## src/rtl/fetch_pc_unit.sv

```systemverilog
// Fetch PC selection for the Y86-64 pipeline: owns the predicted-PC register and a
// circular return-address stack, and steers f_PC on M-stage jXX or W-stage ret redirects.
module fetch_pc_unit #(
    parameter int                ADDR_W    = 64,
    parameter int                RAS_DEPTH = 8,
    parameter bit                USE_RAS   = 1'b1,
    parameter logic [ADDR_W-1:0] RESET_PC  = '0
) (
    input  logic              clk,
    input  logic              rst,
    input  logic              F_stall,
    input  logic [3:0]        f_icode,
    input  logic [ADDR_W-1:0] f_valC,
    input  logic [ADDR_W-1:0] f_valP,
    input  logic [3:0]        M_icode,
    input  logic              M_cnd,
    input  logic [ADDR_W-1:0] M_valA,
    input  logic [3:0]        W_icode,
    input  logic [ADDR_W-1:0] W_valM,
    input  logic              W_ret_pred,
    input  logic [ADDR_W-1:0] W_pred_target,
    output logic [ADDR_W-1:0] f_PC,
    output logic [ADDR_W-1:0] F_predPC,
    output logic              f_ret_pred,
    output logic [ADDR_W-1:0] f_ret_target,
    output logic              redirect,
    output logic [31:0]       redirect_cnt
);
    localparam logic [3:0] I_JXX  = 4'd7;
    localparam logic [3:0] I_CALL = 4'd8;
    localparam logic [3:0] I_RET  = 4'd9;
    localparam int PTR_W = $clog2(RAS_DEPTH);
    localparam int CNT_W = PTR_W + 1;
    localparam logic [CNT_W-1:0] CNT_MAX = CNT_W'(RAS_DEPTH);

    logic [ADDR_W-1:0] ras_r [RAS_DEPTH];
    logic [PTR_W-1:0]  ptr_r;
    logic [CNT_W-1:0]  count_r;

    logic              mis_j_s;
    logic              mis_r_s;
    logic              clear_s;
    logic [CNT_W-1:0]  eff_cnt_s;
    logic              hit_s;
    logic [ADDR_W-1:0] ras_top_s;
    logic [ADDR_W-1:0] next_pc_s;

    // Redirect detection, f_PC priority select and the effective (post-flush) RAS view
    always_comb begin
        mis_j_s   = (M_icode == I_JXX) && !M_cnd;
        mis_r_s   = (W_icode == I_RET) && (!W_ret_pred || (W_valM != W_pred_target));
        redirect  = mis_j_s || mis_r_s;
        if (mis_j_s) begin
            f_PC = M_valA;
        end else if (mis_r_s) begin
            f_PC = W_valM;
        end else begin
            f_PC = F_predPC;
        end
        // A flushing redirect empties the stack before the newly fetched op sees it
        clear_s   = redirect && !F_stall;
        eff_cnt_s = clear_s ? '0 : count_r;
        hit_s     = USE_RAS && (eff_cnt_s != '0);
        ras_top_s = ras_r[ptr_r - PTR_W'(1)];
    end

    // Next-PC prediction and ret-prediction outputs
    always_comb begin
        f_ret_pred   = (f_icode == I_RET) && hit_s;
        f_ret_target = f_ret_pred ? ras_top_s : '0;
        case (f_icode)
            I_JXX, I_CALL: next_pc_s = f_valC;
            I_RET:         next_pc_s = hit_s ? ras_top_s : f_valP;
            default:       next_pc_s = f_valP;
        endcase
    end

    // Predicted-PC register
    always_ff @(posedge clk or posedge rst) begin
        if (rst) begin
            F_predPC <= RESET_PC;
        end else if (!F_stall) begin
            F_predPC <= next_pc_s;
        end
    end

    // Circular return-address stack; a full stack overwrites its oldest entry
    always_ff @(posedge clk or posedge rst) begin
        if (rst) begin
            ptr_r   <= '0;
            count_r <= '0;
            for (int i = 0; i < RAS_DEPTH; i++) begin
                ras_r[i] <= '0;
            end
        end else if (!F_stall) begin
            if (f_icode == I_CALL) begin
                ras_r[ptr_r] <= f_valP;
                ptr_r        <= ptr_r + PTR_W'(1);
                count_r      <= (eff_cnt_s == CNT_MAX) ? CNT_MAX : eff_cnt_s + CNT_W'(1);
            end else if ((f_icode == I_RET) && hit_s) begin
                ptr_r   <= ptr_r - PTR_W'(1);
                count_r <= eff_cnt_s - CNT_W'(1);
            end else begin
                count_r <= eff_cnt_s;
            end
        end
    end

    // Saturating redirect counter, counts even while fetch is stalled
    always_ff @(posedge clk or posedge rst) begin
        if (rst) begin
            redirect_cnt <= 32'd0;
        end else if (redirect && (redirect_cnt != 32'hFFFF_FFFF)) begin
            redirect_cnt <= redirect_cnt + 32'd1;
        end
    end
endmodule

```

## config.mk

```make
export PLATFORM = sky130hd
export DESIGN_NAME = fetch_pc_unit
export DESIGN_NICKNAME = d
export VERILOG_FILES = /design/src/rtl/fetch_pc_unit.sv
export SDC_FILE = /design/constraint.sdc
export NUM_CORES = 1
export LEC_CHECK = 0
export CORE_UTILIZATION = 59
export CTS_BUF_LIST = sky130_fd_sc_hd__clkbuf_8
export CTS_CLUSTER_DIAMETER = 50
export DETAILED_ROUTE_END_ITERATION = 12
export PLACE_DENSITY = 0.95
export SLEW_MARGIN = 20
export SYNTH_ARGS = -nofsm -noshare
export SYNTH_HDL_FRONTEND = slang
export SYNTH_SLANG_ARGS = --single-unit
```

## constraint.sdc

```tcl
create_clock -name clk -period 45.2 [get_ports clk]
set_clock_uncertainty 0.15 [all_clocks]
set_input_delay 6.78 -clock clk [delete_from_list [all_inputs] [get_ports clk]]
set_output_delay 6.78 -clock clk [all_outputs]
set_load 0.03 [all_outputs]
```

==> impl_metrics.py, run 1 <==
metrics = {
    "timing": {
        "period_minus_slack_ns": 19.72,
        "setup_tns_ns": 0,
        "rsz0062_at_grt": "no",
        "maxSlewViolCount": 0,
        "tightestPinTransition_ns": 1.25,
        "holdWs_ns": 0.339,
        "setup_viol": 0,
        "relSlewSlack_pct": 16.8,
        "clock.fmax_mhz": 50.7,
        "hold_viol": 0,
        "finalCritPeriodShare_pct": 43.6,
    },
    "placed_design": {
        "dpl_cell_area_um2": 37900,
        "io_buffers": 562,
        "gp_congestion": 0.940,
        "dp_hpwl_mm": 71.6,
    },
    "floorplanning": {
        "die_area_um2": 55000,
        "start_util_pct": 60.3,
        "pin_count": 563,
        "row_count": 84,
        "floorplan.die.width_um": 235,
        "fp.coreArea_um2": 53000,
        "fp.dieH_um": 235,
    },
    "power": {
        "p_sw_w": 0.000637,
        "sequentialPowerShare_pct": 40.6,
        "pwr_density_cell_nw_per_um2": 47.5,
        "finalPower_w": 0.00189,
        "internal_power_w": 0.00126,
        "p_sw_share_pct": 33.7,
        "leakage_nw": 17.9,
        "ir_drop_v": 0.0000529,
        "power_frac_clock_pct": 24.5,
        "comb_power_share_pct": 34.9,
    },
    "clock_tree": {
        "cts_buffers": 100,
        "cts_buffer_depth": 3,
        "cts_tree": "built",
        "cts_hold_buf": 0,
        "cts_sinks": 615,
        "cts.clk_slew.worst_paths_ns": 0.06,
        "htreeDepth": 3,
        "post-cts-setup-buffers": 0,
        "cts-root-buf": "clkbuf_8",
        "clk_latency_ns": 0.70,
        "post_cts_resized": 0,
    },
    "logic_synthesis": {
        "synth.cell_area_um2": 31900,
        "synth_area_per_cell_um2": 12.7,
        "synth_compound_area_share_pct": 6.63,
        "synthAdderAreaFrac_pct": 0.118,
        "synthSimpleGateAreaFrac_pct": 8.52,
        "syn_nets": 2860,
        "synth_mux_area_share_pct": 31.1,
        "synth-seq-cells": 615,
        "synth.distinct_cells": 64,
        "synth_top_family_by_area": "multiplexers",
        "synth_cells": 2520,
        "synth_top_cell_area_share_pct": 48.2,
        "synth-edff-count": 0,
        "synth-xor-area-share_pct": 2.08,
        "ys_seq_area_share_pct": 48.2,
        "synth_area_leaders": "dfrtp_1 (48%), mux2_2 (18%), mux4_2 (9.0%), mux2i_1 (4.0%), nand2_1 (2.4%)",
        "synth-async-reset-ratio_pct": 100,
        "yosys.area.top_type": "dfrtp_1",
        "synth_ff_type": "dfrtp_1",
        "yosys_warnings": 0,
    },
    "critical_path": {
        "cp.arrival_ns": 12.79,
        "slowest_stage": "xnor2_1",
        "required_ns": 38.27,
        "cp_num_buf_inv": 4,
        "startpoint_type": "primary input",
        "worstSetupPathType": "in2out",
        "r2r_slack_ns": 40.00,
        "cp_max_fo": 35,
        "crit_family": "buffers and inverters",
        "crit_path_end": "f_PC[32]",
        "cp.depth": 11,
        "critPathLaunch": "W_valM[62]",
        "path_cells": "clkdlybuf4s50_1, xnor2_1, nand4_1, nor4_1, nand4_4, o21ai_4, buf_4, buf_4, mux2i_1, o21ai_1, clkdlybuf4s50_1",
        "worstReg2RegEnd": "F_predPC[25]",
        "reg2reg_from": "ptr_r[0]",
        "crit_path_max_incr_delay_ns": 0.84,
        "ff2ff_path_depth": 10,
        "setup.worst_path.end_class": "output port",
    },
    "global_routing": {
        "grt_first_pass_wirelength_mm": 161,
        "antenna_found_initial": 11,
        "grtUsageTotal_pct": 38.8,
        "grt_pass1_vias": 26200,
        "grt_max_degree": 178,
        "grt_overflow_total": 0,
    },
    "finish": {
        "drive_above_1_share_pct": 28.4,
        "area.growth.synth_to_final_pct": 24.9,
        "post-route-cell-area_um2": 39900,
        "finalNetCount": 3342,
    },
    "detailed_routing": {
        "dr.pass1.iters": 6,
        "drc": 0,
        "postRouteAntennaNets": 0,
        "vias": 25000,
        "wirelength_mm": 108,
        "wire_per_inst_um": 28.6,
        "vias_per_cell": 6.65,
        "dr.first_iter.drc_count": 2648,
    },
    "outcome": {
        "run_status": "complete, no violations",
    },
    "min_path": {
        "hp-class": "reg2reg",
    },
    "job": {
        "max_cap_violations": 0,
    },
}
-- layout by cell type (no fill, tap or decap), types with 4 or more instances in the layout --
master	synthesis	routed
a2111o_1	4	4
a21oi_1	39	38
a2bb2oi_1	28	28
and3_1	4	4
buf_4	10	34
clkbuf_8	0	125
clkdlybuf4s50_1	0	561
clkinv_2	0	5
dfrtp_1	615	614
diode_2	0	8
inv_1	19	49
mux2_1	13	13
mux2_2	500	500
mux2i_1	128	128
mux4_2	128	128
nand2_1	203	201
nand2b_1	14	14
nand3_1	16	15
nand4_1	47	47
nor2_1	103	101
nor2b_1	41	41
nor3_1	26	26
nor3_2	38	36
nor4_1	10	8
nor4_4	1	4
o2111ai_1	4	4
o211ai_1	30	30
o21ai_0	8	8
o21ai_1	61	60
o21bai_1	29	29
o32a_1	36	36
o32ai_1	29	29
xnor2_1	42	42
xor2_1	32	32
-- power groups by stage --
stage,Clock [W],Sequential [W],Combinational (W)
final,0.000465,0.000769,0.000660
after global routing,0.000493,0.000782,0.000688
after CTS,0.000469,0.000765,0.000657
after detailed placement,0,0.000773,0.000653
after global placement,0,0.000756,0.000632
after floorplan,0,0.000751,0.000458
-- area by class of cell --
type	instances	area, um^2
flip-flops and latches	615	15400
inverters	20	85.1
fillers	3189	13100
clock inverters	41	180
clock buffers	125	1720
multi-input cells	1665	15700
well taps	688	861
repair buffers	600	5950
diodes	8	20.0
-- how the worst min path moves through the flow --
stage / startpoint / end / slack [ns] / cells past startpoint
after global placement: ras_r[346] / ras_r[346] / 0.31 / 1
after global routing: ras_r[166] / ras_r[166] / 0.36 / 1
after floorplan: ras_r[320] / ras_r[320] / 0.30 / 1
after detailed placement: ras_r[377] / ras_r[377] / 0.32 / 1
final: ras_r[377] / ras_r[377] / 0.34 / 1
after CTS: ras_r[377] / ras_r[377] / 0.34 / 1
-- synthesized netlist by cell type (all sizes together), types with 30 or more instances --
master / n
a21oi: 39
buf: 83
clkbuf: 137
dfrtp: 615
mux2: 513
mux2i: 128
mux4: 128
nand2: 203
nand4: 48
nor2: 104
nor2b: 41
nor3: 64
o211ai: 30
o21ai: 69
o32a: 36
xnor2: 42
xor2: 33
-- per-layer routing --
metal / part of all wire (%) / GRT usage (%)
met1: 37 / 48.4
met5: 0.035 / 0
met4: 6.1 / 22.8
met3: 9.5 / 10.5
met2: 47 / 61.2
-- metrics by stage --
stage / utilization [%] / setup slack (ns) / std cells
floorplan: - / 21.05 / 2520
global placement: 71.5 / 25.70 / 3587
detailed placement: 71.5 / 25.64 / 3587
CTS: 75.1 / 25.64 / 3753
global route: 75.2 / 25.34 / 3757
finish: 75.2 / 25.48 / 3762
-- flip-flops by register name, indices dropped and copies added, names as in the netlist --
name and count:
ras_r 512, ptr_r 3, F_predPC 64, count_r 4, redirect_cnt 32
-- cells by family (layout without fill, tap and decap cells) --
kind of cell	count (synthesis)	after routing
simple gates	529	529
other cells	0	8
fa+ha+maj	3	3
flops	615	615
compound gates	289	289
mux	769	769
buf+inv	240	786
xor+xnor	75	75
No activity file was read; power rests on OpenSTA's default activity.
==> inputs of run 2 (changes only) <==
Settings changed: CORE_UTILIZATION 59 to 50, PLACE_DENSITY 0.95 to 0.89.
Clock period 45.2 ns to 16.1 ns, I/O delays scaled along.
==> run 2 against run 1 <==
Global-route usage down 4.5 points. Sequential power increased to 2.8 times the previous value. Cell area up 1.1%. Flip-flop and latch count unchanged. Combinational power rose to 2.8 times the previous value. Total power grew to 2.8 times the previous value. First-iteration DRC count shrank 11%. Critical path type unchanged. Highest routed layer unchanged.
==> impl_metrics.py, run 2 (same netlist as run 1, synthesis figures left out) <==
metrics = {
    "clock_tree": {
        "cts_hold_buf": 0,
        "clk_latency_ns": 0.73,
        "cts.clk_slew.worst_paths_ns": 0.06,
        "cts_buffer_depth": 3,
        "post_cts_resized": 0,
        "cts-root-buf": "clkbuf_8",
        "post-cts-setup-buffers": 0,
        "cts_sinks": 615,
        "cts_buffers": 102,
        "cts_tree": "built",
        "htreeDepth": 3,
    },
    "timing": {
        "rsz0062_at_grt": "no",
        "maxSlewViolCount": 0,
        "finalCritPeriodShare_pct": 65.6,
        "setup_tns_ns": 0,
        "hold_viol": 0,
        "clock.fmax_mhz": 94.7,
        "period_minus_slack_ns": 10.56,
        "relSlewSlack_pct": 22.7,
        "setup_viol": 0,
        "fin_ws_ns": 5.54,
        "holdWs_ns": 0.335,
        "tightestPinTransition_ns": 1.16,
    },
    "min_path": {
        "hp-class": "reg2reg",
    },
    "floorplanning": {
        "pin_count": 563,
        "start_util_pct": 50.6,
        "die_area_um2": 64900,
        "floorplan.die.width_um": 255,
        "row_count": 92,
        "fp.dieH_um": 255,
        "fp.coreArea_um2": 63100,
    },
    "power": {
        "ir_drop_v": 0.000152,
        "pwr_density_cell_nw_per_um2": 134,
        "leakage_nw": 18.1,
    },
    "job": {
        "max_cap_violations": 0,
    },
    "global_routing": {
        "grt_pass1_vias": 25500,
        "grt_overflow_total": 0,
        "grt_first_pass_wirelength_mm": 162,
        "antenna_found_initial": 16,
        "grt_max_degree": 198,
        "grtUsageTotal_pct": 34.3,
    },
    "detailed_routing": {
        "vias_per_cell": 6.25,
        "drc": 0,
        "wirelength_mm": 111,
        "wire_per_inst_um": 28.2,
        "dr.first_iter.drc_count": 2355,
        "dr.pass1.iters": 6,
        "vias": 24700,
        "postRouteAntennaNets": 0,
    },
    "placed_design": {
        "pre_cts_slack_ns": 5.65,
        "dpl_cell_area_um2": 38200,
        "io_buffers": 562,
        "gp_congestion": 0.914,
        "dp_hpwl_mm": 75.2,
    },
    "finish": {
        "area.growth.synth_to_final_pct": 26.2,
        "drive_above_1_share_pct": 28.7,
        "largest_reg_flops": 512,
        "finalNetCount": 3354,
        "final_cell_mix": "dfrtp_1 (614), clkdlybuf4s50_1 (561), mux2_2 (500)",
        "final_common_cell": "dfrtp_1",
        "regMostFlops": "ras_r",
        "reg.largest.list": "ras_r: 512 flops, F_predPC: 64 flops, redirect_cnt: 32 flops",
        "post-route-cell-area_um2": 40300,
        "final_util_pct": 63.9,
    },
    "critical_path": {
        "worstSetupPathType": "in2out",
        "required_ns": 13.54,
        "startpoint_type": "primary input",
        "cp.arrival_ns": 8.00,
        "setup.worst_path.end_class": "output port",
        "slowest_stage": "xnor2_1",
        "cp_max_fo": 34,
        "path_cells": "clkdlybuf4s50_1, xnor2_1, nand4_1, nor4_2, nand4_4, o21ai_4, buf_4, mux2i_1, o21ai_1, clkdlybuf4s50_1",
        "crit_path_max_incr_delay_ns": 0.80,
        "cp_common_cell": "clkdlybuf4s50_1",
    },
    "outcome": {
        "run_status": "complete, no violations",
    },
}
run 2: where the power goes:
| group | total, W | switching [W] | internal (W) | leakage [nW] |
|---|---|---|---|---|
| logic | 0.00186 | 0.000928 | 0.000935 | 8.66 |
| clock network | 0.00137 | 0.000643 | 0.000724 | 1.22 |
| registers | 0.00215 | 0.000251 | 0.00190 | 8.19 |
| total | 0.00538 | 0.00182 | 0.00356 | 18.1 |
run 2: metrics by stage:
step                cells  total power [W]
global placement     3754          0.00392
detailed placement   3754          0.00403
CTS                  3940          0.00539
global route         3949          0.00560
finish               3951          0.00538
floorplan            2520          0.00340
run 2: layer usage:
metal	vias up	global-route usage, %	part of all wire (%)
met4	12	18.4	5.0
met5	-	0	0.071
li1	10300	-	-
met2	1393	54.0	47
met1	12700	42.9	39
met3	318	10.1	9.5
run 2: worst paths after layout:
check / start / to / slack (ns) / depth (start not counted)
worst min-delay path: ras_r[345] / ras_r[345] / 0.34 / 1
worst max register to register: ptr_r[0] / F_predPC[15] / 11.06 / 10
worst min register to register: ras_r[345] / ras_r[345] / 0.34 / 1
max in group asynchronous: rst / ras_r[238] / 10.82 / 5
min in group asynchronous: rst / ras_r[137] / 2.07 / 2
worst max-delay path: W_valM[14] / f_PC[46] / 5.54 / 10
run 2: final cells by class:
class | count | area (um^2)
Inverter | 20 | 81.3
Timing Repair Buffer | 610 | 6040
Antenna cell | 9 | 22.5
Clock buffer | 130 | 1790
Sequential cell | 615 | 15400
Fill cell | 4531 | 22800
Multi-Input combinational cell | 1665 | 15700
Tap cell | 846 | 1060
Clock inverter | 56 | 253
run 2: critical path, delay by kind of cell:
family / cells / cell delay [ns]
buffers and inverters: 3 / 1.95
multiplexers: 1 / 0.21
AND/OR/NAND/NOR: 3 / 2.05
AO/OA/AOI/OAI: 2 / 0.53
XOR/XNOR: 1 / 0.80
